### src/rtl/regdump_pkg.sv
// Shared types for the register-file dump engine: FSM states, default widths
// and the {addr,data,last} beat record used by consumers of the stream.
package regdump_pkg;

  localparam int unsigned ADDR_W_DFLT = 5;
  localparam int unsigned DATA_W_DFLT = 32;

  typedef enum logic [1:0] {
    IDLE = 2'd0,
    READ = 2'd1,
    HOLD = 2'd2,
    DONE = 2'd3
  } state_t;

  typedef struct packed {
    logic [ADDR_W_DFLT-1:0] addr;
    logic [DATA_W_DFLT-1:0] data;
    logic                   last;
  } beat_t;

endpackage

### src/rtl/regfile_dump_engine.sv
// Walks register-file addresses start..end (wrapping) on a spare read port and
// streams each {addr,data,last} beat over a valid/ready handshake.
//
// state | meaning
// IDLE  | waiting for start; rf_addr keeps its last value
// READ  | rf_addr = cur, capture rf_rdata into the output beat
// HOLD  | beat presented, waiting for out_ready
// DONE  | one-cycle done pulse after the last beat was accepted
module regfile_dump_engine
  import regdump_pkg::*;
#(
  parameter int unsigned ADDR_W  = ADDR_W_DFLT,
  parameter int unsigned DATA_W  = DATA_W_DFLT,
  parameter bit          ZERO_X0 = 1'b1
) (
  input  logic              clk,
  input  logic              rst,
  input  logic              start,
  input  logic [ADDR_W-1:0] start_addr,
  input  logic [ADDR_W-1:0] end_addr,
  input  logic              abort,
  output logic [ADDR_W-1:0] rf_addr,
  input  logic [DATA_W-1:0] rf_rdata,
  output logic              out_valid,
  input  logic              out_ready,
  output logic [ADDR_W-1:0] out_addr,
  output logic [DATA_W-1:0] out_data,
  output logic              out_last,
  output logic              busy,
  output logic              done
);

  state_t              state_q,     state_d;
  logic [ADDR_W-1:0]   cur_q,       cur_d;
  logic [ADDR_W-1:0]   end_q,       end_d;
  logic [ADDR_W-1:0]   rf_addr_q,   rf_addr_d;
  logic                out_valid_q, out_valid_d;
  logic [ADDR_W-1:0]   out_addr_q,  out_addr_d;
  logic [DATA_W-1:0]   out_data_q,  out_data_d;
  logic                out_last_q,  out_last_d;
  logic [ADDR_W-1:0]   cur_inc;

  assign cur_inc = cur_q + ADDR_W'(1);

  always_ff @(posedge clk or posedge rst) begin
    if (rst) begin
      state_q     <= IDLE;
      cur_q       <= '0;
      end_q       <= '0;
      rf_addr_q   <= '0;
      out_valid_q <= 1'b0;
      out_addr_q  <= '0;
      out_data_q  <= '0;
      out_last_q  <= 1'b0;
    end else begin
      state_q     <= state_d;
      cur_q       <= cur_d;
      end_q       <= end_d;
      rf_addr_q   <= rf_addr_d;
      out_valid_q <= out_valid_d;
      out_addr_q  <= out_addr_d;
      out_data_q  <= out_data_d;
      out_last_q  <= out_last_d;
    end
  end

  // rf_addr is loaded on entry to READ so the read port already points at cur
  // during the READ cycle and rf_rdata can be captured at its closing edge.
  always_comb begin
    state_d     = state_q;
    cur_d       = cur_q;
    end_d       = end_q;
    rf_addr_d   = rf_addr_q;
    out_valid_d = out_valid_q;
    out_addr_d  = out_addr_q;
    out_data_d  = out_data_q;
    out_last_d  = out_last_q;

    case (state_q)
      IDLE: begin
        if (start) begin
          cur_d     = start_addr;
          end_d     = end_addr;
          rf_addr_d = start_addr;
          state_d   = READ;
        end
      end

      READ: begin
        if (abort) begin
          out_valid_d = 1'b0;
          state_d     = IDLE;
        end else begin
          out_addr_d  = cur_q;
          out_data_d  = (ZERO_X0 && (cur_q == '0)) ? '0 : rf_rdata;
          out_last_d  = (cur_q == end_q);
          out_valid_d = 1'b1;
          state_d     = HOLD;
        end
      end

      HOLD: begin
        // abort wins over a handshake in the same cycle: the beat is dropped
        if (abort) begin
          out_valid_d = 1'b0;
          state_d     = IDLE;
        end else if (out_ready) begin
          out_valid_d = 1'b0;
          if (out_last_q) begin
            state_d = DONE;
          end else begin
            cur_d     = cur_inc;
            rf_addr_d = cur_inc;
            state_d   = READ;
          end
        end
      end

      DONE: begin
        state_d = IDLE;
      end

      default: begin
        state_d = IDLE;
      end
    endcase
  end

  assign rf_addr   = rf_addr_q;
  assign out_valid = out_valid_q;
  assign out_addr  = out_addr_q;
  assign out_data  = out_data_q;
  assign out_last  = out_last_q;
  assign busy      = (state_q == READ) || (state_q == HOLD);
  assign done      = (state_q == DONE);

endmodule

### config.mk
export PLATFORM = sky130hd
export DESIGN_NAME = regfile_dump_engine
export DESIGN_NICKNAME = d
export VERILOG_FILES = /design/src/rtl/regdump_pkg.sv /design/src/rtl/regfile_dump_engine.sv
export SDC_FILE = /design/constraint.sdc
export NUM_CORES = 1
export LEC_CHECK = 0
export CORE_ASPECT_RATIO = 1.25
export CORE_UTILIZATION = 40
export DETAILED_ROUTE_END_ITERATION = 12
export PLACE_DENSITY = 0.87
export SLEW_MARGIN = 20
export SYNTH_ARGS = -nofsm -noshare
export SYNTH_HDL_FRONTEND = slang
export SYNTH_SLANG_ARGS = --single-unit
### constraint.sdc
create_clock -name clk -period 1.9 [get_ports clk]
set_input_delay 0.38 -clock clk [delete_from_list [all_inputs] [get_ports clk]]
set_output_delay 0.38 -clock clk [all_outputs]
set_load 0.01 [all_outputs]
==> summary.txt <==
Run status
  • Outcome: finished clean

Clock network
  • Maximum root-to-sink buffer count: 2
  • CTS sink count: 51
  • Clk Latency, worst-skew pair: 0.29 ns
  • Clock transition at the registers of the reported paths: 0.08 ns
  • Htree depth: 2
  • CTS root buffer: clkbuf_8
  • Num CTS Buffers: 5
  • CTS tree: yes

Timing
  • RSZ-0062 raised after global routing: no
  • Min Clock Period, post-route: 1.79 ns
  • Final setup fails: 0
  • Skew final: 0.00515 ns
  • Slew @ Worst Pin: 0.337 ns
  • Final period util: 94.4%
  • Final Max Slew Viols: 0
  • Fmax: 0.557 GHz
  • Final number of hold-violating endpoints: 0
  • Relative slew margins: 77.2%
  • TNS Setup: 0 ns
  • Hold WS: 0.440 ns

Worst setup path
  • Worst path bufs/invs: 1
  • Worst Path Max Fanout: 8
  • Critical Path Max Stage Delay: 0.60 ns
  • Worst setup path category: reg2out
  • Cells along the critical path: clkdlybuf4s50_1
  • Top Family by Delay on Critical Path: buffers and inverters
  • Data arrival, critical path: 1.41 ns
  • Crit path capture type: output pin
  • Worst setup SP type: flip-flop
  • CP Data Required Time: 1.52 ns
  • Slowest cell on the critical path: clkdlybuf4s50_1

Finish
  • Most frequent cells in the layout: clkdlybuf4s50_1 (90), dfrtp_1 (51), a22o_1 (33), buf_4 (11)
  • ANT cells: 0
  • Layout cells sized above 1: 11.1%
  • Most common cell after layout, fill and taps aside: clkdlybuf4s50_1
  • Layout Nets: 334
  • Util after Layout: 63.0%
  • Synth-to-layout area growth: 53.1%

Floorplanning
  • Initial Utilization: 41.2%
  • Row count: 30
  • Die Y: 85.4 um
  • Width of the chip: 68.7 um
  • DIE AREA: 5870 um^2
  • Core area: 5410 um^2
  • I/O pins: 93

Route
  • Post-DR wirelength/cell: 14.7 um
  • 1st-iter DRT viols: 85
  • ANT nets after route: 0
  • Routed WL: 5050 um
  • First drt pass iteration count: 6
  • Routed vias: 1,773
  • # DRC: 0
  • Vias/cell: 5.17

Logic synthesis
  • YS warnings: 0
  • Synthesized Nets: 231
  • Mapped Area: 2220 um^2
  • Cells after Synth: 176
  • Count of different cell masters after synthesis: 37
  • Synthesized flop and latch total: 51
  • Synthesized area per cell: 12.6 um^2
  • Sequential fraction of the synthesis area: 57.4%

Global routing
  • Number of global-route vias before repair: 1,723
  • First-pass GRT wire length: 8020 um
  • Largest net degree at the start of global routing: 52
  • Total track usage: 18.2%
  • Initial antenna violation count: 0
  • GRT overflow: 0

Power
  • Max VDD drop: 0.000953 V
  • P per Cell Area: 1610 nW/um^2
  • P_leak: 1.47 nW

Placement
  • IO buf count: 92
  • GP Congestion: 0.827
  • Hpwl dp: 3790 um

Min path
  • Hold crit path type: in2async

Flow run
  • Max cap viols: 0
worst register-to-register path, delay by kind of cell, from the launching register on:
kind | cells | cell delay [ns]
and+or+nand+nor | 1 | 0.18
buffers and inverters | 1 | 0.15
adders and majority gates | 1 | 0.27
AOI/OAI and AO/OA | 2 | 0.37
muxes | 1 | 0.31
DFF | 1 | 0.39
layer usage:
layer	up-vias	share of wire [%]	global-route usage, %
li1	856	-	-
met1	843	43	22.7
met2	66	49	29.8
met3	8	6.3	5.11
met4	0	1.4	5.94
met5	-	0	0
cell usage after synthesis:
library cell  instances  share of area [%]
xnor2_1               3                1.2
nor4_1                2               0.56
nor3b_1               1               0.34
nand3b_1              1               0.34
a22o_1               33                 13
o221a_1               2                1.0
ha_1                  8                4.5
nand3_1               1               0.22
nor3_1                2               0.45
nand2_1               8                1.3
buf_2                 5                1.1
a2bb2oi_1             2               0.79
a21oi_1               6                1.3
clkbuf_1              1               0.17
nor2b_1               2               0.56
and2_4                1               0.39
xor2_1                2               0.79
nor2_1                6                1.0
o22ai_1               1               0.28
and4_1                2               0.79
o21ai_0               5                1.1
nor4b_1               1               0.39
a41oi_2               2                1.5
buf_1                 2               0.34
dfrtp_1              51                 57
or2b_1                2               0.67
mux2_1                2                1.0
mux2i_1               1               0.45
buf_6                 1               0.51
clkinv_1              1               0.17
a31oi_1               1               0.28
o41ai_1               1               0.39
inv_1                 7                1.2
nand2b_1              1               0.28
nand4_1               1               0.28
and2b_1               1               0.34
mux2_2                7                3.5
stage by stage:
stage / setup WS [ns] / power (mW) / instances / instance area [um^2]
after floorplan: 0.290 / 3.39 / 176 / 2220
after global placement: 0.139 / 4.73 / 334 / 3290
after detailed placement: 0.118 / 4.82 / 334 / 3290
after CTS: 0.00279 / 5.56 / 343 / 3400
after global routing: 0.0273 / 5.89 / 343 / 3410
final: 0.106 / 5.50 / 343 / 3410
logic make-up after synthesis:
group           share of synthesized area, %
xor+xnor                                1.97
mux                                     5.01
compound gates                          19.7
buf+inv                                 3.49
flops                                   57.4
fa+ha+maj                               4.50
simple gates                            7.99
path summary, 6_finish.rpt:
path | from | to | slack, ns | cells past startpoint
worst min register to register | out_addr[0] | out_addr[0] | 0.49 | 2
worst max register to register | state_q[1] | rf_addr[3] | 0.16 | 6
min in group clk | out_addr[0] | out_addr[0] | 0.49 | 2
worst min-delay path | rst | out_data[5] | 0.44 | 3
worst max-delay path | rf_addr[3] | rf_addr[3] | 0.11 | 1
max in group asynchronous | rst | out_addr[2] | 1.24 | 3
repair_timing:
item	CTS	global route
endpoints found under the setup margin	1	1
endpoints found under the hold margin	0	0
resized for setup	1	1
setup buffers	2	0
hold buffers	0	0
power breakdown:
part	total (mW)	internal, mW	leakage [nW]	switching, mW
registers	1.98	1.61	0.623	0.373
logic	2.81	1.67	0.799	1.14
clock network	0.704	0.386	0.0513	0.318
total	5.50	3.66	1.47	1.84
cell type report:
cell class | count | area [um^2]
Fill cell | 453 | 2000
Sequential cell | 51 | 1280
Timing Repair Buffer | 105 | 1040
Multi-Input combinational cell | 108 | 873
Tap cell | 64 | 80.1
Clock buffer | 6 | 72.6
Clock inverter | 1 | 30.0
Inverter | 8 | 30.0
registers in the layout, indices dropped and copies added, names as in the netlist:
signal / count
out_data: 32
out_valid: 1
rf_addr: 5
out_last: 1
state_q: 2
out_addr: 5
end_q: 5
(Power assumes the default switching activity.)
